**src/rtl/ctrl_decode_pipe.sv**
```systemverilog
// Registered, handshaked control decoder with multi-cycle mul/div sequencing.
// Optional macro CTRL_ILLEGAL_TRAP_EN: undecodable instructions emit illegal=1 instead of a NOP bundle.
module ctrl_decode_pipe #(
  parameter int OPW           = 5,
  parameter int FNW           = 5,
  parameter int MULDIV_CYCLES = 32,
  parameter int CNTW          = 8
) (
  input  logic           clock,
  input  logic           reset_n,
  input  logic           flush,
  input  logic           in_valid,
  output logic           in_ready,
  input  logic [OPW-1:0] opcode,
  input  logic [FNW-1:0] alu_in,
  output logic           out_valid,
  input  logic           out_ready,
  output logic           DMwe,
  output logic           Rwe,
  output logic [1:0]     Rwd,
  output logic [FNW-1:0] ALUop,
  output logic           ALUinB,
  output logic           br_ne,
  output logic           br_lt,
  output logic           jmp,
  output logic           jr_sel,
  output logic           md_start,
  output logic           illegal
);

  typedef struct packed {
    logic           dmwe;
    logic           rwe;
    logic [1:0]     rwd;
    logic [FNW-1:0] aluop;
    logic           aluinb;
    logic           br_ne;
    logic           br_lt;
    logic           jmp;
    logic           jr_sel;
    logic           illegal;
  } ctrl_t;

  typedef enum logic {RUN, MD_WAIT} state_t;

  localparam logic [OPW-1:0]  OP_R    = OPW'(0);
  localparam logic [OPW-1:0]  OP_J    = OPW'(1);
  localparam logic [OPW-1:0]  OP_BNE  = OPW'(2);
  localparam logic [OPW-1:0]  OP_JAL  = OPW'(3);
  localparam logic [OPW-1:0]  OP_JR   = OPW'(4);
  localparam logic [OPW-1:0]  OP_ADDI = OPW'(5);
  localparam logic [OPW-1:0]  OP_BLT  = OPW'(6);
  localparam logic [OPW-1:0]  OP_SW   = OPW'(7);
  localparam logic [OPW-1:0]  OP_LW   = OPW'(8);
  localparam logic [FNW-1:0]  FN_MUL  = FNW'(6);
  localparam logic [FNW-1:0]  FN_DIV  = FNW'(7);
  localparam logic [CNTW-1:0] MD_LOAD = CNTW'(MULDIV_CYCLES - 1);
  localparam bit              MD_MULTI = (MULDIV_CYCLES > 1);

  ctrl_t           dec, bun_q, bun_d;
  logic            dec_md;
  state_t          state_q, state_d;
  logic [CNTW-1:0] cnt_q, cnt_d;
  logic            vld_q, vld_d, mds_q, mds_d;
  logic            accept;

  always_comb begin
    dec    = '0;
    dec_md = 1'b0;
    case (opcode)
      OP_R: begin
        if (alu_in <= FN_DIV) begin
          dec.rwe   = 1'b1;
          dec.aluop = alu_in;
          dec_md    = (alu_in == FN_MUL) || (alu_in == FN_DIV);
        end else begin
          dec.illegal = 1'b1;
        end
      end
      OP_J:    dec.jmp = 1'b1;
      OP_BNE:  begin dec.br_ne = 1'b1; dec.aluop = FNW'(1); end
      OP_JAL:  begin dec.jmp = 1'b1; dec.rwe = 1'b1; dec.rwd = 2'd2; end
      OP_JR:   dec.jr_sel = 1'b1;
      OP_ADDI: begin dec.rwe = 1'b1; dec.aluinb = 1'b1; end
      OP_BLT:  begin dec.br_lt = 1'b1; dec.aluop = FNW'(1); end
      OP_SW:   begin dec.dmwe = 1'b1; dec.aluinb = 1'b1; end
      OP_LW:   begin dec.rwe = 1'b1; dec.rwd = 2'd1; dec.aluinb = 1'b1; end
      default: dec.illegal = 1'b1;
    endcase
`ifdef CTRL_ILLEGAL_TRAP_EN
`else
    // Without the trap, an undecodable instruction is already an all-zero NOP bundle.
    dec.illegal = 1'b0;
`endif
  end

  assign in_ready = (state_q == RUN) && !flush && (!vld_q || out_ready);
  assign accept   = in_valid && in_ready;

  always_comb begin
    state_d = state_q;
    cnt_d   = cnt_q;
    vld_d   = vld_q;
    mds_d   = 1'b0;
    bun_d   = bun_q;
    if (flush) begin
      state_d = RUN;
      cnt_d   = '0;
      vld_d   = 1'b0;
      bun_d   = '0;
    end else if (accept) begin
      bun_d = dec;
      if (dec_md && MD_MULTI) begin
        mds_d   = 1'b1;
        vld_d   = 1'b0;
        state_d = MD_WAIT;
        cnt_d   = MD_LOAD;
      end else begin
        mds_d = dec_md;
        vld_d = 1'b1;
      end
    end else if (state_q == MD_WAIT) begin
      // Counter at 1 means the result lands on the next edge.
      if (cnt_q == CNTW'(1)) begin
        state_d = RUN;
        cnt_d   = '0;
        vld_d   = 1'b1;
      end else begin
        cnt_d = cnt_q - CNTW'(1);
      end
    end else if (vld_q && out_ready) begin
      vld_d = 1'b0;
    end
  end

  always_ff @(posedge clock or negedge reset_n) begin
    if (!reset_n) begin
      state_q <= RUN;
      cnt_q   <= '0;
      vld_q   <= 1'b0;
      mds_q   <= 1'b0;
      bun_q   <= '0;
    end else begin
      state_q <= state_d;
      cnt_q   <= cnt_d;
      vld_q   <= vld_d;
      mds_q   <= mds_d;
      bun_q   <= bun_d;
    end
  end

  assign out_valid = vld_q;
  assign md_start  = mds_q;
  assign DMwe      = bun_q.dmwe;
  assign Rwe       = bun_q.rwe;
  assign Rwd       = bun_q.rwd;
  assign ALUop     = bun_q.aluop;
  assign ALUinB    = bun_q.aluinb;
  assign br_ne     = bun_q.br_ne;
  assign br_lt     = bun_q.br_lt;
  assign jmp       = bun_q.jmp;
  assign jr_sel    = bun_q.jr_sel;
  assign illegal   = bun_q.illegal;

endmodule

```
**config.mk**
```make
export PLATFORM = sky130hd
export DESIGN_NAME = ctrl_decode_pipe
export DESIGN_NICKNAME = d
export VERILOG_FILES = /design/src/rtl/ctrl_decode_pipe.sv
export SDC_FILE = /design/constraint.sdc
export NUM_CORES = 1
export LEC_CHECK = 0
export BUFFER_PORTS_ARGS = -buffer_cell sky130_fd_sc_hd__buf_2
export CAP_MARGIN = 25
export CORE_MARGIN = 1.5
export CORE_UTILIZATION = 25
export DETAILED_ROUTE_END_ITERATION = 8
export GPL_TIMING_DRIVEN = 0
export REMOVE_ABC_BUFFERS = 1
export SLEW_MARGIN = 10
export SYNTH_ARGS = -nofsm -noshare
export SYNTH_HDL_FRONTEND = slang
export SYNTH_SLANG_ARGS = --single-unit
```
**constraint.sdc**
```tcl
create_clock -name clock -period 2 [get_ports clock]
set_input_delay 0.2 -clock clock [delete_from_list [all_inputs] [get_ports clock]]
set_output_delay 0.2 -clock clock [all_outputs]
set_load 0.01 [all_outputs]
```
; After elaboration in Yosys (flattened, before gate mapping)
; Cells that the tools add are included.
[word_totals]
in_bits = 15
output_inout_bits = 18
regBits = 26
[op_classes]
bitwise_logic = 1
eq_ne = 13
reduce_logical = 18
addsub = 1
magnitude_cmp = 1
muxes = 34
[ops]
columns = cell, n
row1 = two-way mux 8 bit, 5
row2 = equality test 5 x 3 -> 1 bit (second input constant), 6
row3 = two-way mux 15 bit, 2
row4 = two-way mux 1 bit, 23
row5 = equality test 5 x 2 -> 1 bit (second input constant), 2
row6 = one-hot mux 5 bit (2 select lines), 1
row7 = equality test 8 x 1 -> 1 bit (second input constant), 1
row8 = subtractor 8 x 1 -> 8 bit (second input constant), 1
row9 = OR reduction 3 bit, 2
row10 = equality test 5 x 1 -> 1 bit (second input constant), 1
row11 = equality test 5 x 4 -> 1 bit (second input constant), 1
row12 = less-or-equal comparator 5 x 3 -> 1 bit (second input constant), 1
row13 = zero test 5 bit, 1
row14 = two-way mux 5 bit, 1
row15 = logical AND 1 bit, 4
row16 = inequality test 4 x 2 -> 1 bit (second input constant), 1
row17 = one-hot mux 2 bit (2 select lines), 1
row18 = AND reduction 2 bit, 2
row19 = nonzero test 4 bit, 1
row20 = OR reduction 2 bit, 2
row21 = inequality test 3 bit (second input constant), 1
row22 = nonzero test 3 bit, 1
row23 = zero test 1 bit, 2
row24 = logical OR 1 bit, 2
row25 = other kinds (3), 3

; Longest topological paths before layout
; Gate-level depths: netlist of run 1.
[logic_depth]
depth_word = 7
mapped_depth = 7

; Worst setup path before layout of run 1
; OpenSTA, ideal clock, no wires.
[synth_path]
path_type = reg2reg
startpoint = register state_q
endpoint = register cnt_q[6]
slack_ns = 0.176
setup_time_ns = 0.069
path_stages_with_launch = 6
t_arrival_ns = 1.755
path_cell_list = dfrtp_1 > or2_2 > nor4_4 > a31oi_1 > or4_1 > nand3_1
[synth_via]
elab_chain_len = 6
word_cells_on_any_way = 9
cone_classes = eq/ne (1) / mux (2) / bitwise (1) / reduce/logical (5)
[synth_rtl]
columns = item, line_no
row1 = "start, declared", 62  ; state_t state_q, state_d;
row2 = "start signal, assigned", 144  ; state_q <= state_d;
row3 = NOT 1 bit, 97  ; assign in_ready = (state_q == RUN) && !flush && (!vld_q || out_ready);
row4 = logical AND 1 bit (2 in a row), 97
row5 = logical AND 1 bit, 98  ; assign accept = in_valid && in_ready;
row6 = inequality test 3 bit (no line) (tied with other cells), --
row7 = AND reduction 2 bit (no line) or two-way mux 8 bit (tied branches), --
row8 = "end signal, assigned", 145  ; cnt_q <= cnt_d;
row9 = "end, declared", 63  ; logic [CNTW-1:0] cnt_q, cnt_d;
; Parallel ways exist; a longest one is shown, timed or not.
; A chain may end at the register's enable or synchronous reset.

; Final worst setup path of run 1
; Ends and elaborated chain as after synthesis.

==> summary.txt, run 1 <==
Die
  – Row Count: 25
  – Initial Util: 0.266
  – DIE WIDTH: approximately 75 um
  – CORE AREA: slightly below 0.005 sq mm
  – Die Ht: approximately 75 um
  – Die area: approximately 0.0056 sq mm
  – Ports: 33

Timing
  – Count of final setup violators: 0
  – Slew Limit Fails: 0
  – Worst hold margin: roughly 0.13 ns
  – FMAX: roughly 540 MHz
  – Crit share post-route: 0.934
  – Post-layout min period: roughly 1.9 ns
  – Hold Fails Final Rpt: 0
  – Skew final: around 0.0028 ns
  – Max_slew headroom: 0.604
  – Unrepaired setup endpoints after global routing: false
  – Measured slew at the worst slew-check pin: approximately 0.6 ns

GRT
  – Vias in the first global route: 1011
  – First-pass GRT wire length: a little under 5000 um
  – Largest net degree at the start of global routing: 26
  – Gr ovfl total: 0
  – GRT Total Usage: 0.115
  – Initial antenna violation count: 0

Logic synthesis
  – Post-synth top area cell: dfrtp_1
  – Syn Std Cell Area: between 0.001 and 0.0015 sq mm
  – Largest cells by area after synthesis: dfrtp_1 49%, nand2_1 5.3%, o21ai_0 4.3%
  – Post-synthesis xor/xnor area fraction: 0.00683
  – Syn. warnings: 0
  – Syn_area_per_cell: approximately 9.4 sq um
  – Post-synthesis sequential area ratio: 0.488
  – Yosys reg bits: 25
  – Unique masters post-synth: 36
  – Compound-Gate Fraction of Synth Area: 0.188
  – Synth Area in Simple Gates: 0.239
  – Post-synthesis mux area share: 0.00878
  – Post-synthesis adder-cell area fraction: 0.0195
  – Top-area cell type share of the netlist area: 0.488
  – Largest family of logic cells by synthesized area: simple AND/OR/NAND/NOR gates
  – Post-synthesis cell count: approximately 140

Detailed routing
  – Drt via density: 4.67
  – DR iter-0 viols: between 50 and 60
  – Overall routed net length: between 2000 and 3000 um
  – DRC: 0
  – Via Count: approximately 1100
  – Routed wire length per instance: 12.4 um
  – DR pass1 iterations: 4
  – Antenna-violating nets left: 0

Pwr
  – Tot Pwr: ~1.2 mW
  – PD cells: around 740 mW/mm^2
  – Max IR drop VDD: between 0.2 and 0.25 mV
  – Leak: 0.780 nW

Clock tree
  – Clock buffer depth: 2
  – Clk sinks: 25
  – CTS tree: done
  – Clock Latency Late Sink: 0.28 ns
  – Root Buffer: clkbuf_8
  – Cts bufs inserted: 3
  – Clock-pin slew on the worst setup and hold paths: ~0.090 ns
  – H-tree levels: 1

Critical path
  – Critical path arrival: between 2 and 2.5 ns
  – Crit. End Element: flop
  – Kind of critical path: flop to flop
  – Worst-path fanout max: 4
  – CP Launch Type: flop
  – CP required: 2.22 ns

Cells and area
  – Register Area: between 600 and 700 sq um
  – Utilization after layout: 0.339
  – Most frequent cells in the layout: 31 x buf_2, 24 x dfrtp_1, 18 x nand2_1
  – Layout fillers: ~540
  – Commonest non-fill, non-tap cell in the layout: buf_2
  – Area growth, synth to finish: 27.2%
  – Share of layout cells above drive strength 1: 0.277
  – ANT cells: 0
  – Nets: about 190
  – Footprint of the multi-input gates: 636 sq um

Place
  – Hpwl dp: 2150 um
  – # port buffers: 31
  – Routability cong.: 0.794

Flow run
  – Max-Cap Viols: 0

Hold path
  – Hold Crit Class: primary input to flop

Status
  – Outcome: completed
final timing paths:
kind | from | end | slack, ns | depth (start not counted)
worst min-delay path | alu_in[0] | ALUop[0] | 0.13 | 3
worst max register to register | state_q | cnt_q[6] | 0.13 | 5
min in group asynchronous | reset_n | cnt_q[0] | 0.44 | 2
worst min register to register | br_lt | br_lt | 0.48 | 2
max in group asynchronous | reset_n | state_q | 1.16 | 2
worst max-delay path | state_q | cnt_q[6] | 0.13 | 5
timing repair:
item | 4_1_cts | 5_1_grt
pin swaps | 2 | 3
endpoints found under the hold margin | 25 | 0
resized for setup | 3 | 4
endpoints found under the setup margin | 6 | 4
setup buffers | 2 | 2
hold buffers | 1 | 0
cells in the mapped netlist:
| master | count |
|---|---|
| a211oi_1 | 1 |
| a21boi_0 | 2 |
| a21oi_1 | 5 |
| a22o_1 | 4 |
| a31oi_1 | 2 |
| a32o_1 | 3 |
| and2_1 | 2 |
| and4b_1 | 1 |
| buf_4 | 1 |
| clkbuf_1 | 3 |
| conb_1 | 1 |
| dfrtp_1 | 25 |
| ha_1 | 2 |
| inv_1 | 11 |
| mux2_2 | 1 |
| nand2_1 | 18 |
| nand2b_1 | 2 |
| nand3_1 | 9 |
| nor2_1 | 8 |
| nor2b_1 | 4 |
| nor3_1 | 4 |
| nor4_1 | 1 |
| nor4_2 | 1 |
| nor4_4 | 1 |
| nor4b_1 | 1 |
| o211ai_1 | 1 |
| o21ai_0 | 11 |
| o22ai_1 | 2 |
| o2bb2ai_1 | 1 |
| o31a_1 | 1 |
| o31ai_1 | 2 |
| o32ai_1 | 1 |
| or2_2 | 1 |
| or4_1 | 2 |
| or4b_4 | 1 |
| xnor2_1 | 1 |
through the flow:
| stage | cells | setup TNS (ns) | setup slack (ns) | instance area, sq um |
|---|---|---|---|---|
| finish | 240 | 0 | 0.132 | 1630 |
| global route | 240 | 0 | 0.0238 | 1630 |
| CTS | 238 | 0 | 0.0578 | 1610 |
| detailed placement | 231 | -1.45 | -0.418 | 1510 |
| global placement | 231 | -2.37 | -0.660 | 1500 |
| floorplan | 133 | -0.119 | -0.0697 | 1260 |
critical path, stage by stage (launching register included):
cell	delay, ns
dfrtp_2	0.44
or2_4	0.27
nor4_4	0.34
a31oi_4	0.16
or4_1	0.51
nand3_1	0.09
cell type report:
class                   count  area share
inverters                  11      0.0253
clock buffers               3      0.0253
multi-input cells          97       0.390
flip-flops and latches     25       0.384
clock inverters             1     0.00460
repair buffers             36       0.120
well taps                  67      0.0514
layer usage:
layer  share of wire  up-vias  global-route usage
met3           0.045        5              0.0254
li1                -      561                   -
met5               0        -                   0
met4           0.024        0              0.0606
met2            0.43       25               0.154
met1            0.51      530               0.172
state kept, by name (all words and copies together), names as in the netlist:
register / flops
Rwe: 1
ALUop: 5
md_start: 1
jmp: 1
DMwe: 1
br_ne: 1
br_lt: 1
ALUinB: 1
state_q: 1
cnt_q: 8
Rwd: 2
jr_sel: 1
out_valid: 1
power breakdown:
group / switching (mW) / internal [mW]
Sequential: 0.0429 / 0.545
Combinational: 0.179 / 0.123
Clock: 0.176 / 0.142
cell families (layout without fill, tap and decap cells):
logic type | after synthesis | in the layout
AO/OA/AOI/OAI | 36 | 36
XOR/XNOR | 1 | 1
adder cells (fa/ha/maj) | 2 | 2
buffers and inverters | 15 | 51
flip-flops | 25 | 25
multiplexers | 1 | 1
other | 1 | 1
AND/OR/NAND/NOR | 56 | 56
(Power assumes the default switching activity.)
==> inputs of run 2 (changes only) <==
--- a/config.mk
+++ b/config.mk
@@ -5,6 +5,8 @@
 export SDC_FILE = /design/constraint.sdc
 export NUM_CORES = 1
 export LEC_CHECK = 0
+export ABC_AREA = 1
+export ABC_CLOCK_PERIOD_IN_PS = 2000
 export BUFFER_PORTS_ARGS = -buffer_cell sky130_fd_sc_hd__buf_2
 export CAP_MARGIN = 25
 export CORE_MARGIN = 1.5
@@ -12,7 +14,7 @@
 export DETAILED_ROUTE_END_ITERATION = 8
 export GPL_TIMING_DRIVEN = 0
 export REMOVE_ABC_BUFFERS = 1
-export SLEW_MARGIN = 10
+export SLEW_MARGIN = 20
 export SYNTH_ARGS = -nofsm -noshare
 export SYNTH_HDL_FRONTEND = slang
 export SYNTH_SLANG_ARGS = --single-unit
==> run 2 against run 1 <==
Compared with the run above: register-to-register slack better by 0.13 ns; clock-buffer cell count up 1; sequential share of layout area down 0.94 points; critical path depth up 2; non-clock buffer count down 4; synthesized area up 8.7%; clock power down 7.5%; final cell count up 18%; largest cell class unchanged; power down 5.6%.
==> summary.txt, run 2 <==
Status
  – Outcome: completed

Place
  – Number of instances in the placed design: 278 (+20%)
  – # port buffers: 31 (unchanged)
  – Routability cong.: 0.778 (-1.9%)
  – Hpwl dp: 2360 um (+9.5%)

Critical path
  – Kind of critical path: flop to flop
  – Crit. End Element: flop
  – Slowest stage delay, CP: 0.42 ns (-0.09 ns)
  – Buf/Inv on CP: 1 (+1)
  – Levels on crit path: 7 (+2)
  – Worst Reg2Reg Path Length in Cells: 7 (+2)
  – CP required: 2.20 ns (-0.02 ns)
  – Critical path arrival: 1.95 ns (-0.14 ns)
  – R2R Setup Slk: 0.26 ns (+0.13 ns)
  – Slowest-stage cell, CP: dfrtp_1
  – Delay-heaviest family, CP: simple AND/OR/NAND/NOR gates
  – Worst-path cell chain: nor2_4 -> nand3_4 -> inv_2 -> nand3b_4 -> nand2_4 -> nand3_1 -> nand2_1
  – Worst-path fanout max: 11 (+7)
  – CP Launch Type: flop

Cells and area
  – Commonest non-fill, non-tap cell in the layout: nand2_1
  – Nets: 229 (+20%)
  – Share of layout cells above drive strength 1: 0.223 (-0.0547)
  – Non-Filler Instances: 283 (+18%)
  – ANT cells: 0 (unchanged)
  – Layout fillers: 562 (+4.3%)
  – Top reg by flops: cnt_q
  – Most frequent cells in the layout: 41 x nand2_1, 31 x buf_2, 25 x dfrtp_1, 25 x nand3_1, 22 x inv_1
  – Max FFs per register: 8 (unchanged)
  – Area growth, synth to finish: 19.7%

Logic synthesis
  – Synth Area in Simple Gates: 0.348 (+0.109)
  – Largest cells by area after synthesis: dfrtp_1 45%, nand2_1 11%, nand3_1 9.0%
  – Yosys reg bits: 25 (unchanged)
  – Asr flop ratio synth: 1.00 (unchanged)
  – Syn Std Cell Area: 0.00139 sq mm (+8.7%)
  – Largest family of logic cells by synthesized area: simple AND/OR/NAND/NOR gates
  – Post-synthesis mux area share: 0 (-0.00878)
  – Syn_area_per_cell: 7.79 sq um (-17%)
  – Post-synthesis sequential area ratio: 0.449 (-0.0390)
  – Syn. warnings: 0 (unchanged)
  – Post-synthesis cell count: 179 (+31%)
  – Compound-Gate Fraction of Synth Area: 0.0996 (-0.0887)
  – Top-area cell type share of the netlist area: 0.449 (-0.0390)
  – Post-synth top flop: dfrtp_1
  – Post-synthesis adder-cell area fraction: 0.0180 (-0.00156)
  – Synth top cells by count: 41 x nand2_1, 25 x dfrtp_1, 25 x nand3_1, 22 x inv_1, 17 x nor2_1
  – Post-synth top area cell: dfrtp_1
  – Unique masters post-synth: 28 (-22%)
  – Post-synth EDFFs: 0 (unchanged)
  – Post-synthesis xor/xnor area fraction: 0 (-0.00683)
  – Count leader, synth: nand2_1

Detailed routing
  – DRC: 0 (unchanged)
  – DR iter-0 viols: 54 (-8.5%)
  – Drt via density: 4.49 (-3.8%)
  – Overall routed net length: 3070 um (+3.2%)
  – Antenna-violating nets left: 0 (unchanged)
  – Routed wire length per instance: 10.9 um (-12%)
  – Via Count: 1271 (+13%)
  – DR pass1 iterations: 4 (unchanged)

Timing
  – Setup tns final: 0 ns (unchanged)
  – Measured slew at the worst slew-check pin: 0.555 ns (-0.0343 ns)
  – Crit share post-route: 0.871 (-0.0632)
  – Skew final: 0.00452 ns (+0.00174 ns)
  – Unrepaired setup endpoints after global routing: false
  – FMAX: 574 MHz (+7.3%)
  – Hold Fails Final Rpt: 0 (unchanged)
  – Slew Limit Fails: 0 (unchanged)
  – Count of final setup violators: 0 (unchanged)
  – Post-layout min period: 1.74 ns (-0.126 ns)
  – Max_slew headroom: 0.630 (+0.0259)

Clock tree
  – Post-CTS Setup Inserts: 0 (-2)
  – Clock Latency Late Sink: 0.26 ns (-0.02 ns)
  – Clock-pin slew on the worst setup and hold paths: 0.09 ns (about the same)
  – Clk sinks: 25 (unchanged)
  – CTS tree: done
  – H-tree levels: 1 (unchanged)
  – Root Buffer: clkbuf_8
  – Clock buffer depth: 2 (unchanged)
  – Cts bufs inserted: 3 (unchanged)

GRT
  – Initial antenna violation count: 0 (unchanged)
  – Vias in the first global route: 1279 (+27%)
  – Largest net degree at the start of global routing: 26 (unchanged)
  – First-pass GRT wire length: 5530 um (+14%)
  – Gr ovfl total: 0 (unchanged)
  – GRT Total Usage: 0.111 (-0.00423)

Die
  – DIE WIDTH: 77.7 um (+4.1%)
  – Row Count: 27 (+8.0%)
  – CORE AREA: 0.00544 sq mm (+13%)
  – Die area: 0.00603 sq mm (+8.3%)
  – Initial Util: 0.256 (-0.00997)
  – Die Ht: 77.7 um (+4.1%)
  – Ports: 33 (unchanged)

Hold path
  – Hold Crit Class: primary input to flop
  – WHS Path Cells: 2 (-1)

Flow run
  – Max-Cap Viols: 0 (unchanged)

Pwr
  – Leak: 0.902 nW (+16%)
  – PD cells: 683 mW/mm^2 (-7.8%)
  – Max IR drop VDD: 0.416 mV (+72%)
## run 2: final cells by class
cell class                 count  area, sq um  share of cell area
timing repair buffer          32          165              0.0990
sequential                    25          626               0.375
tap                           72         90.1              0.0540
inverter                      24         90.1              0.0540
clock buffer                   4         45.0              0.0270
multi-input combinational    126          653               0.391
## run 2: kinds of logic after synthesis
logic type / after synthesis
simple gates: 99
buf+inv: 28
other cells: 1
compound gates: 24
fa+ha+maj: 2
flops: 25
## run 2: what timing repair did
item	in CTS	in global routing
hold buffers	1	0
resized for setup	0	0
hold endpoints to repair	25	0
## run 2: worst paths after layout
kind / from / to
max: state_q / cnt_q[5]
min: opcode[2] / br_ne
max reg2reg: state_q / cnt_q[5]
min reg2reg: ALUop[1] / ALUop[1]
max in group asynchronous: reset_n / ALUop[2]
min in group asynchronous: reset_n / Rwd[1]
## run 2: report_power, final
group / total (mW) / switching (mW) / internal, mW
registers: 0.572 / 0.0371 / 0.535
logic: 0.273 / 0.175 / 0.0977
clock network: 0.294 / 0.152 / 0.142
total: 1.14 / 0.365 / 0.775
## run 2: metrics by stage
stage | setup WS (ns) | power, mW | util | area [sq um] | hold WS, ns
floorplan | 0.592 | 0.770 | - | 1370 | -0.0956
global route | 0.0932 | 1.22 | 0.307 | 1670 | 0.179
finish | 0.258 | 1.14 | 0.307 | 1670 | 0.162
global placement | 0.275 | 0.853 | 0.297 | 1610 | 0.235
detailed placement | 0.281 | 0.856 | 0.297 | 1610 | 0.229
CTS | 0.259 | 1.16 | 0.307 | 1670 | 0.159
## run 2: metal layers
| layer | part of all wire | vias up | track usage |
|---|---|---|---|
| met5 | 0 | - | 0 |
| met4 | 0.0062 | 0 | 0.0509 |
| met3 | 0.039 | 2 | 0.0153 |
| met2 | 0.50 | 26 | 0.196 |
| met1 | 0.45 | 598 | 0.133 |
| li1 | - | 645 | - |
